==> src/rtl/npu_pkg.sv <==
// Shared NPU sequencing types: controller state encoding and kernel tap-count helper.
package npu_pkg;

  typedef enum logic [1:0] {
    ST_IDLE   = 2'd0,
    ST_LOAD   = 2'd1,
    ST_LOADED = 2'd2,
    ST_SWEEP  = 2'd3
  } seq_state_e;

  localparam int unsigned DEF_KERNEL_SIZE = 3;

  // Taps per window for a square kernel of edge k.
  function automatic int unsigned nt_of(input int unsigned k);
    return k * k;
  endfunction

  localparam int unsigned DEF_NT = nt_of(DEF_KERNEL_SIZE);

endpackage

==> src/rtl/kernel_seq_ctrl_tap_counter.sv <==
// Mod-NT counter with enable, synchronous clear and first/last/wrap flags.
module tap_counter #(
  parameter int unsigned NT = 9,
  parameter int unsigned W  = 5
) (
  input  logic         clk_i,
  input  logic         rst_i,
  input  logic         clr_i,
  input  logic         en_i,
  output logic [W-1:0] count_o,
  output logic         first_o,
  output logic         last_o,
  output logic         wrap_o
);

  logic [W-1:0] count_q;
  logic [W-1:0] count_d;

  always_comb begin
    count_d = count_q;
    if (clr_i) begin
      count_d = '0;
    end else if (en_i) begin
      count_d = last_o ? '0 : count_q + W'(1);
    end
  end

  always_ff @(posedge clk_i) begin
    if (rst_i) begin
      count_q <= '0;
    end else begin
      count_q <= count_d;
    end
  end

  assign count_o = count_q;
  assign first_o = (count_q == '0);
  assign last_o  = (count_q == W'(NT - 1));
  assign wrap_o  = en_i & last_o & ~clr_i;

endmodule

==> src/rtl/kernel_seq_ctrl.sv <==
// Kernel weight buffer sequencer: loads NT weights, then sweeps the read port
// tap-by-tap for a programmed number of windows.
module kernel_seq_ctrl
  import npu_pkg::*;
#(
  parameter int unsigned KERNEL_SIZE       = 3,
  parameter int unsigned KERNEL_ADDR_WIDTH = 5,
  parameter int unsigned WEIGHT_WIDTH      = 8,
  parameter int unsigned WIN_CNT_WIDTH     = 16
) (
  input  logic                         i_clk,
  input  logic                         i_rst,
  input  logic                         load_start,
  input  logic                         w_valid,
  output logic                         w_ready,
  input  logic [WEIGHT_WIDTH-1:0]      w_data,
  output logic                         kr_wr_en,
  output logic [KERNEL_ADDR_WIDTH-1:0] kr_wr_addr,
  output logic [WEIGHT_WIDTH-1:0]      kr_wr_data,
  input  logic                         run_start,
  input  logic [WIN_CNT_WIDTH-1:0]     num_windows,
  output logic [KERNEL_ADDR_WIDTH-1:0] kr_rd_addr,
  output logic                         tap_valid,
  input  logic                         tap_ready,
  output logic                         tap_first,
  output logic                         tap_last,
  output logic                         kernel_loaded,
  output logic                         busy,
  output logic                         done,
  output logic                         err_no_kernel
);

  localparam int unsigned NT = nt_of(KERNEL_SIZE);

  seq_state_e                 state_q;
  logic                       kernel_loaded_q;
  logic                       done_q;
  logic                       err_q;
  logic [WIN_CNT_WIDTH-1:0]   win_q;

  logic                         in_idle, in_load, in_loaded, in_sweep;
  logic                         load_go, run_go, tap_hs;
  logic [KERNEL_ADDR_WIDTH-1:0] lc, tc;
  logic                         lc_first, lc_last, lc_wrap;
  logic                         tc_first, tc_last, tc_wrap;

  assign in_idle   = (state_q == ST_IDLE);
  assign in_load   = (state_q == ST_LOAD);
  assign in_loaded = (state_q == ST_LOADED);
  assign in_sweep  = (state_q == ST_SWEEP);

  // Load has priority over run; a resident kernel always leaves lc parked at 0.
  assign load_go = load_start & (in_idle | in_loaded);
  assign run_go  = run_start & ~load_start & in_loaded & lc_first;
  assign tap_hs  = tap_valid & tap_ready;

  tap_counter #(.NT(NT), .W(KERNEL_ADDR_WIDTH)) u_lc (
    .clk_i   (i_clk),
    .rst_i   (i_rst),
    .clr_i   (load_go),
    .en_i    (kr_wr_en),
    .count_o (lc),
    .first_o (lc_first),
    .last_o  (lc_last),
    .wrap_o  (lc_wrap)
  );

  tap_counter #(.NT(NT), .W(KERNEL_ADDR_WIDTH)) u_tc (
    .clk_i   (i_clk),
    .rst_i   (i_rst),
    .clr_i   (run_go),
    .en_i    (tap_hs),
    .count_o (tc),
    .first_o (tc_first),
    .last_o  (tc_last),
    .wrap_o  (tc_wrap)
  );

  always_ff @(posedge i_clk) begin
    if (i_rst) begin
      state_q         <= ST_IDLE;
      kernel_loaded_q <= 1'b0;
      done_q          <= 1'b0;
      err_q           <= 1'b0;
      win_q           <= '0;
    end else begin
      done_q <= 1'b0;
      err_q  <= 1'b0;
      case (state_q)
        ST_IDLE: begin
          if (load_start) begin
            state_q <= ST_LOAD;
          end else if (run_start) begin
            err_q <= 1'b1;
          end
        end
        ST_LOAD: begin
          if (lc_wrap) begin
            state_q         <= ST_LOADED;
            kernel_loaded_q <= 1'b1;
            done_q          <= 1'b1;
          end
        end
        ST_LOADED: begin
          if (load_start) begin
            state_q         <= ST_LOAD;
            kernel_loaded_q <= 1'b0;
          end else if (run_go) begin
            if (num_windows == '0) begin
              done_q <= 1'b1;
            end else begin
              state_q <= ST_SWEEP;
              win_q   <= num_windows;
            end
          end
        end
        ST_SWEEP: begin
          // Window count steps on each tap wrap; the final wrap ends the sweep.
          if (tc_wrap) begin
            win_q <= win_q - WIN_CNT_WIDTH'(1);
            if (win_q == WIN_CNT_WIDTH'(1)) begin
              state_q <= ST_LOADED;
              done_q  <= 1'b1;
            end
          end
        end
        default: state_q <= ST_IDLE;
      endcase
    end
  end

  assign w_ready       = in_load;
  assign kr_wr_en      = in_load & w_valid;
  assign kr_wr_addr    = in_load ? lc : '0;
  assign kr_wr_data    = in_load ? w_data : '0;
  assign tap_valid     = in_sweep;
  assign kr_rd_addr    = in_sweep ? tc : '0;
  assign tap_first     = in_sweep & tc_first;
  assign tap_last      = in_sweep & tc_last;
  assign kernel_loaded = kernel_loaded_q;
  assign busy          = in_load | in_sweep;
  assign done          = done_q;
  assign err_no_kernel = err_q;

endmodule

==> config.mk <==
export PLATFORM = sky130hd
export DESIGN_NAME = kernel_seq_ctrl
export DESIGN_NICKNAME = d
export VERILOG_FILES = /design/src/rtl/npu_pkg.sv /design/src/rtl/kernel_seq_ctrl_tap_counter.sv /design/src/rtl/kernel_seq_ctrl.sv
export SDC_FILE = /design/constraint.sdc
export NUM_CORES = 1
export LEC_CHECK = 0
export ABC_CLOCK_PERIOD_IN_PS = 2450
export BUFFER_PORTS_ARGS = -buffer_cell sky130_fd_sc_hd__buf_2
export CAP_MARGIN = 20
export CORE_MARGIN = 4
export CORE_UTILIZATION = 52
export CTS_CLUSTER_DIAMETER = 150
export CTS_CLUSTER_SIZE = 28
export DETAILED_ROUTE_END_ITERATION = 10
export MAX_ROUTING_LAYER = met4
export PLACE_DENSITY = 0.83
export SETUP_SLACK_MARGIN = 0.05
export SYNTH_ARGS = -nofsm -noshare
export SYNTH_HDL_FRONTEND = slang
export SYNTH_SLANG_ARGS = --single-unit
==> constraint.sdc <==
create_clock -name i_clk -period 2.45 [get_ports i_clk]
set_input_delay 0.3675 -clock i_clk [delete_from_list [all_inputs] [get_ports i_clk]]
set_output_delay 0.3675 -clock i_clk [all_outputs]
set_load 0.02 [all_outputs]
Word-level counts from Yosys, hierarchy flattened:

Cells that the tools add are included.

* bits in latches: 0
* output and inout bits: 27
* register bits: 31
* ROM bits: 0
* input port bits: 30
* memories kept: 0
* bits in writable memories: 0

* shift operators: 0
* eq/ne operators: 16
* add/sub/neg operators: 3
* magnitude comparators: 0
* bitwise logic cells: 18
* $mul: 0
* reduce and logical (&&, ||, !) cells: 12
* divide/modulo/power cells: 0
* mux-type cells: 29

Operator list (number)
* $mux 16: 4
* $pmux 16 s2: 1
* $mux 5: 4
* $eq 16x1->1 const B: 1
* $logic_not 16->1: 1
* $sub 16x1->16 const B: 1
* $mux 2: 7
* $and 1x1->1: 12
* $add 5x1->5 const B: 2
* $eq 5x4->1 const B: 2
* $logic_not 5->1: 2
* $mux 1: 9
* $mux 8: 1
* $ne 2x1->1 const B: 4
* $ne 2x2->1 const B: 4
* $pmux 2 s4: 1
* $reduce_and 6->1: 1
* $reduce_and 5->1: 1
* $eq 2x2->1 const B: 2
* $not 1->1: 4
* $reduce_bool 2->1: 2
* $reduce_or 2->1: 2
* $ne 3x2->1 const B: 1
* $ne 3x3->1 const B: 1
* other kinds (7): 8

Depth between registers and ports, before layout:

* depth after elaboration: 8
* mapped depth: 8
* gate-level depth less buffers: 7

Cells and area by module:

From an unflattened synthesis, not the netlist that was laid out.

* cell total of the unflattened synthesis: 262
* area total of the unflattened synthesis: 2030.7 sq um

Modules (own cells, without submodules)
* kernel_seq_ctrl: sequential area each 420.4 sq um, area an instance 1460.2 sq um, instances 1, cells an instance 198
* tap_counter: sequential area each 100.1 sq um, area an instance 285.3 sq um, instances 2, cells an instance 32

Worst setup path before layout:

OpenSTA, ideal clock, no wires.

* kind: reg-to-output
* from: register state_q[0]
* to: output port tap_first
* data arrival time: 1.529 ns
* data required time: 2.082 ns
* path slack: 0.554 ns
* buffers on the path: 2
* cell stages (with the launch flop): 5
* path through: dfxtp_1 > clkbuf_8 > nand2_1 > clkbuf_1 > nor4_1

* longest elaborated chain between the ends: 2

RTL lines
* start: declaration: line kernel_seq_ctrl.sv:35 `seq_state_e state_q;`
* start signal: assignment: line kernel_seq_ctrl.sv:81 `state_q <= ST_IDLE;`
* start signal: assignment: line kernel_seq_ctrl.sv:92 `state_q <= ST_LOAD;`
* start signal: assignment: line kernel_seq_ctrl.sv:99 `state_q <= ST_LOADED;`
* $eq 2x2->1: line kernel_seq_ctrl.sv:50 `assign in_sweep = (state_q == ST_SWEEP);`
* $and 1x1->1: line kernel_seq_ctrl.sv:138 `assign tap_first = in_sweep & tc_first;`
* end: declaration: line kernel_seq_ctrl.sv:25 `output logic tap_first,`

No other way between the ends.

Worst setup path after layout:

* from: register state_q[0]
* to: output port tap_valid

* longest elaborated chain between the ends: 1

RTL lines
* $eq 2x2->1: line kernel_seq_ctrl.sv:50
* end: declaration: line kernel_seq_ctrl.sv:23 `output logic tap_valid,`

No other way between the ends.

==> results.json <==
{
  "status": "completed",
  "grt_first_pass_wirelength_um": 8140,
  "vias": 2024,
  "grt_pass1_vias": 1783,
  "layout_commonest_cell": "buf_2",
  "drc": 0,
  "setup_viol": 0,
  "yosys_warnings": 0,
  "finalPower_mw": 1.07,
  "p_seq_share_pct": 47.9,
  "dieArea_um2": 4890,
  "fin_tns_setup_ns": 0,
  "antenna_found_initial": 0,
  "slew_headroom_pct": 59.0,
  "max-cap-violations": 0,
  "layout_common_cells": "buf_2 (56), dfxtp_1 (31), nor2_1 (28)",
  "postSynthNetCount": 294,
  "pre_cts_slack_ns": 0.338,
  "first_iter_violations": 122,
  "startpoint_type": "flip-flop",
  "yosysSeqAreaShare_pct": 31.1,
  "post-route-min-period_ns": 2.16,
  "switching_share_pct": 24.6,
  "max_freq_ghz": 0.464,
  "cpMaxStageDelayCell": "dfxtp_1",
  "wl_um": 4890,
  "antenna_cells": 0,
  "die_h_um": 70.0,
  "clkTransAtPathRegs_ns": 0.06,
  "hold_ws_ns": 0.390,
  "cts_root_buf": "clkbuf_8",
  "fill_cells": 334,
  "route.detailed.wl_per_inst_um": 13.6,
  "clkSinkCount": 31,
  "detail-route-antenna-nets": 0,
  "power.switching_uw": 262,
  "numCtsBuffers": 5,
  "fin_crit_sh_pct": 88.0,
  "dieWidth_um": 70.0,
  "num_rows": 22,
  "slowest_delay_ns": 0.55,
  "finalWeightedCongestion": 0.891,
  "p_clk_share_pct": 42.8,
  "h-tree-depth": 2,
  "core-area_um2": 3690,
  "ir_drop_mv": 0.306,
  "ys_seq_elements": 31,
  "crit_path_end_kind": "primary output",
  "cp.required_ns": 2.08,
  "hold_path.class": "in2reg",
  "cts_hold_buf": 0,
  "hold_viol": 0,
  "p_int_uw": 805,
  "ff2ff_setup_slack_ns": 0.30,
  "final-max-slew-violation-count": 0,
  "drive_gt1_share_pct": 24.4,
  "synth_edf_count": 0,
  "worstPathArrival_ns": 1.79,
  "clkLatencyLatePin_ns": 0.29,
  "synth_top_flop_cell": "dfxtp_1",
  "start_util_pct": 54.1,
  "final_util_pct": 64.7,
  "combPwrFrac_pct": 9.3,
  "synth_cell_type_count": 49,
  "path_cells": "nand2_1 -> inv_1 -> buf_2",
  "grt_util_all_layers_pct": 20.8,
  "area_delta_synth_final_pct": 19.5,
  "p_per_area_nw_per_um2": 448,
  "overflow": 0,
  "reg2reg_from": "u_tc.count_o[1]$_SDFFE_PP0N_",
  "design.portCount": 57,
  "finalWorstSetupSlack_ns": 0.295,
  "syn_area_per_cell_um2": 7.74,
  "grt_setup_unrepaired": "no",
  "first_pass_iters": 4,
  "final_nets": 346,
  "cellLeakagePower_nw": 1.01,
  "vias_per_cell": 5.64,
  "cts_setup_buffers": 0,
  "critPathKind": "reg2out",
  "grt_max_degree": 31,
  "tightest_slew_ns": 0.610,
  "skew_ns": 0.00856,
  "synth_cells": 258,
  "startpoint": "state_q[0]$_SDFFE_PP0P_",
  "cp_max_fo": 13,
  "cts_resized": 0,
  "tritoncts": "yes",
  "clockBufferDepth": 2,
  "async_flop_share_pct": 0,
  "synth_area_um2": 2000,
  "hold_start": "num_windows[14]",
  "io_buffers": 56,
  "hpwl_um": 3550
}
layer usage:
layer  track usage (%)  wire length (um)
met1              26.4              2230
met4              7.66                70
met2              32.4              2300
met5                 -                 0
met3              4.32               290
through the flow:
step | area, um2 | std cells
5_1_grt | 2380 | 359
2_1_floorplan | 2000 | 258
6_report | 2380 | 359
4_1_cts | 2380 | 359
3_5_place_dp | 2280 | 351
3_3_place_gp | 2280 | 351
cell usage after synthesis (2+ instances only):
library cell,n,area share [%]
inv_1,8,1.5
nor3b_1,3,1.1
clkbuf_1,12,2.3
o31ai_1,4,1.5
nor2b_1,8,2.5
nand4_1,6,1.9
o21ai_1,5,1.3
a211oi_1,5,1.9
or2_0,4,1.3
clkbuf_8,2,1.4
or3_1,3,0.94
and2_1,14,4.4
xor2_1,5,2.2
nand3_1,4,1.0
ha_1,6,3.8
nand2_1,10,1.9
and3_1,4,1.3
or4_4,2,1.1
o21ai_0,9,2.3
nor2_1,28,5.3
a22oi_1,4,1.5
nor3_1,7,1.8
nor4_1,13,4.1
dfxtp_1,31,31
nand2b_1,8,2.5
a21oi_1,26,6.5
o32ai_1,3,1.3
xnor2_1,3,1.3
worst max-delay path: cells and delay by family (launching register included):
kind	cells	cell delay, ns
AND/OR/NAND/NOR	1	0.30
flip-flops	1	0.55
buffers and inverters	2	0.65
power by group through the flow:
stage / sequential (mW) / clock [mW] / combinational (mW)
6_report: 0.511 / 0.457 / 0.0990
5_1_grt: 0.511 / 0.482 / 0.108
3_5_place_dp: 0.523 / 0 / 0.0986
2_1_floorplan: 0.520 / 0 / 0.0585
4_1_cts: 0.511 / 0.462 / 0.0989
3_3_place_gp: 0.523 / 0 / 0.0973
flip-flops by register name, summed over array words and instances, names as in the netlist:
signal,count
win_q,16
u_lc.count_o,5
u_tc.count_o,5
state_q,2
done,1
err_no_kernel,1
kernel_loaded,1
path summary, 6_finish.rpt:
kind / end / cells past startpoint
setup reg to reg: win_q[0]$_SDFFE_PP0P_ / 8
setup / recovery: tap_valid / 3
hold / removal: win_q[14]$_SDFFE_PP0P_ / 3
hold reg to reg: kernel_loaded$_SDFFE_PP0P_ / 2
cells by family (layout without fill, tap and decap cells):
family          after synthesis  after routing  synth area share, %
xor+xnor                      8              8                 3.51
fa+ha+maj                     6              6                 3.76
simple gates                124            124                 35.8
compound gates               65             65                 19.9
flops                        31             31                 31.1
buf+inv                      24             77                 5.96
area by class of cell:
class	count	area, um2	area share [%]
multi-input combinational	203	1260	52.7
sequential	31	621	26.0
timing repair buffer	61	318	13.3
clock buffer	8	100	4.20
tap	48	60.1	2.52
inverter	8	30.0	1.26
Note: power is estimated with default switching activity, not from simulation.
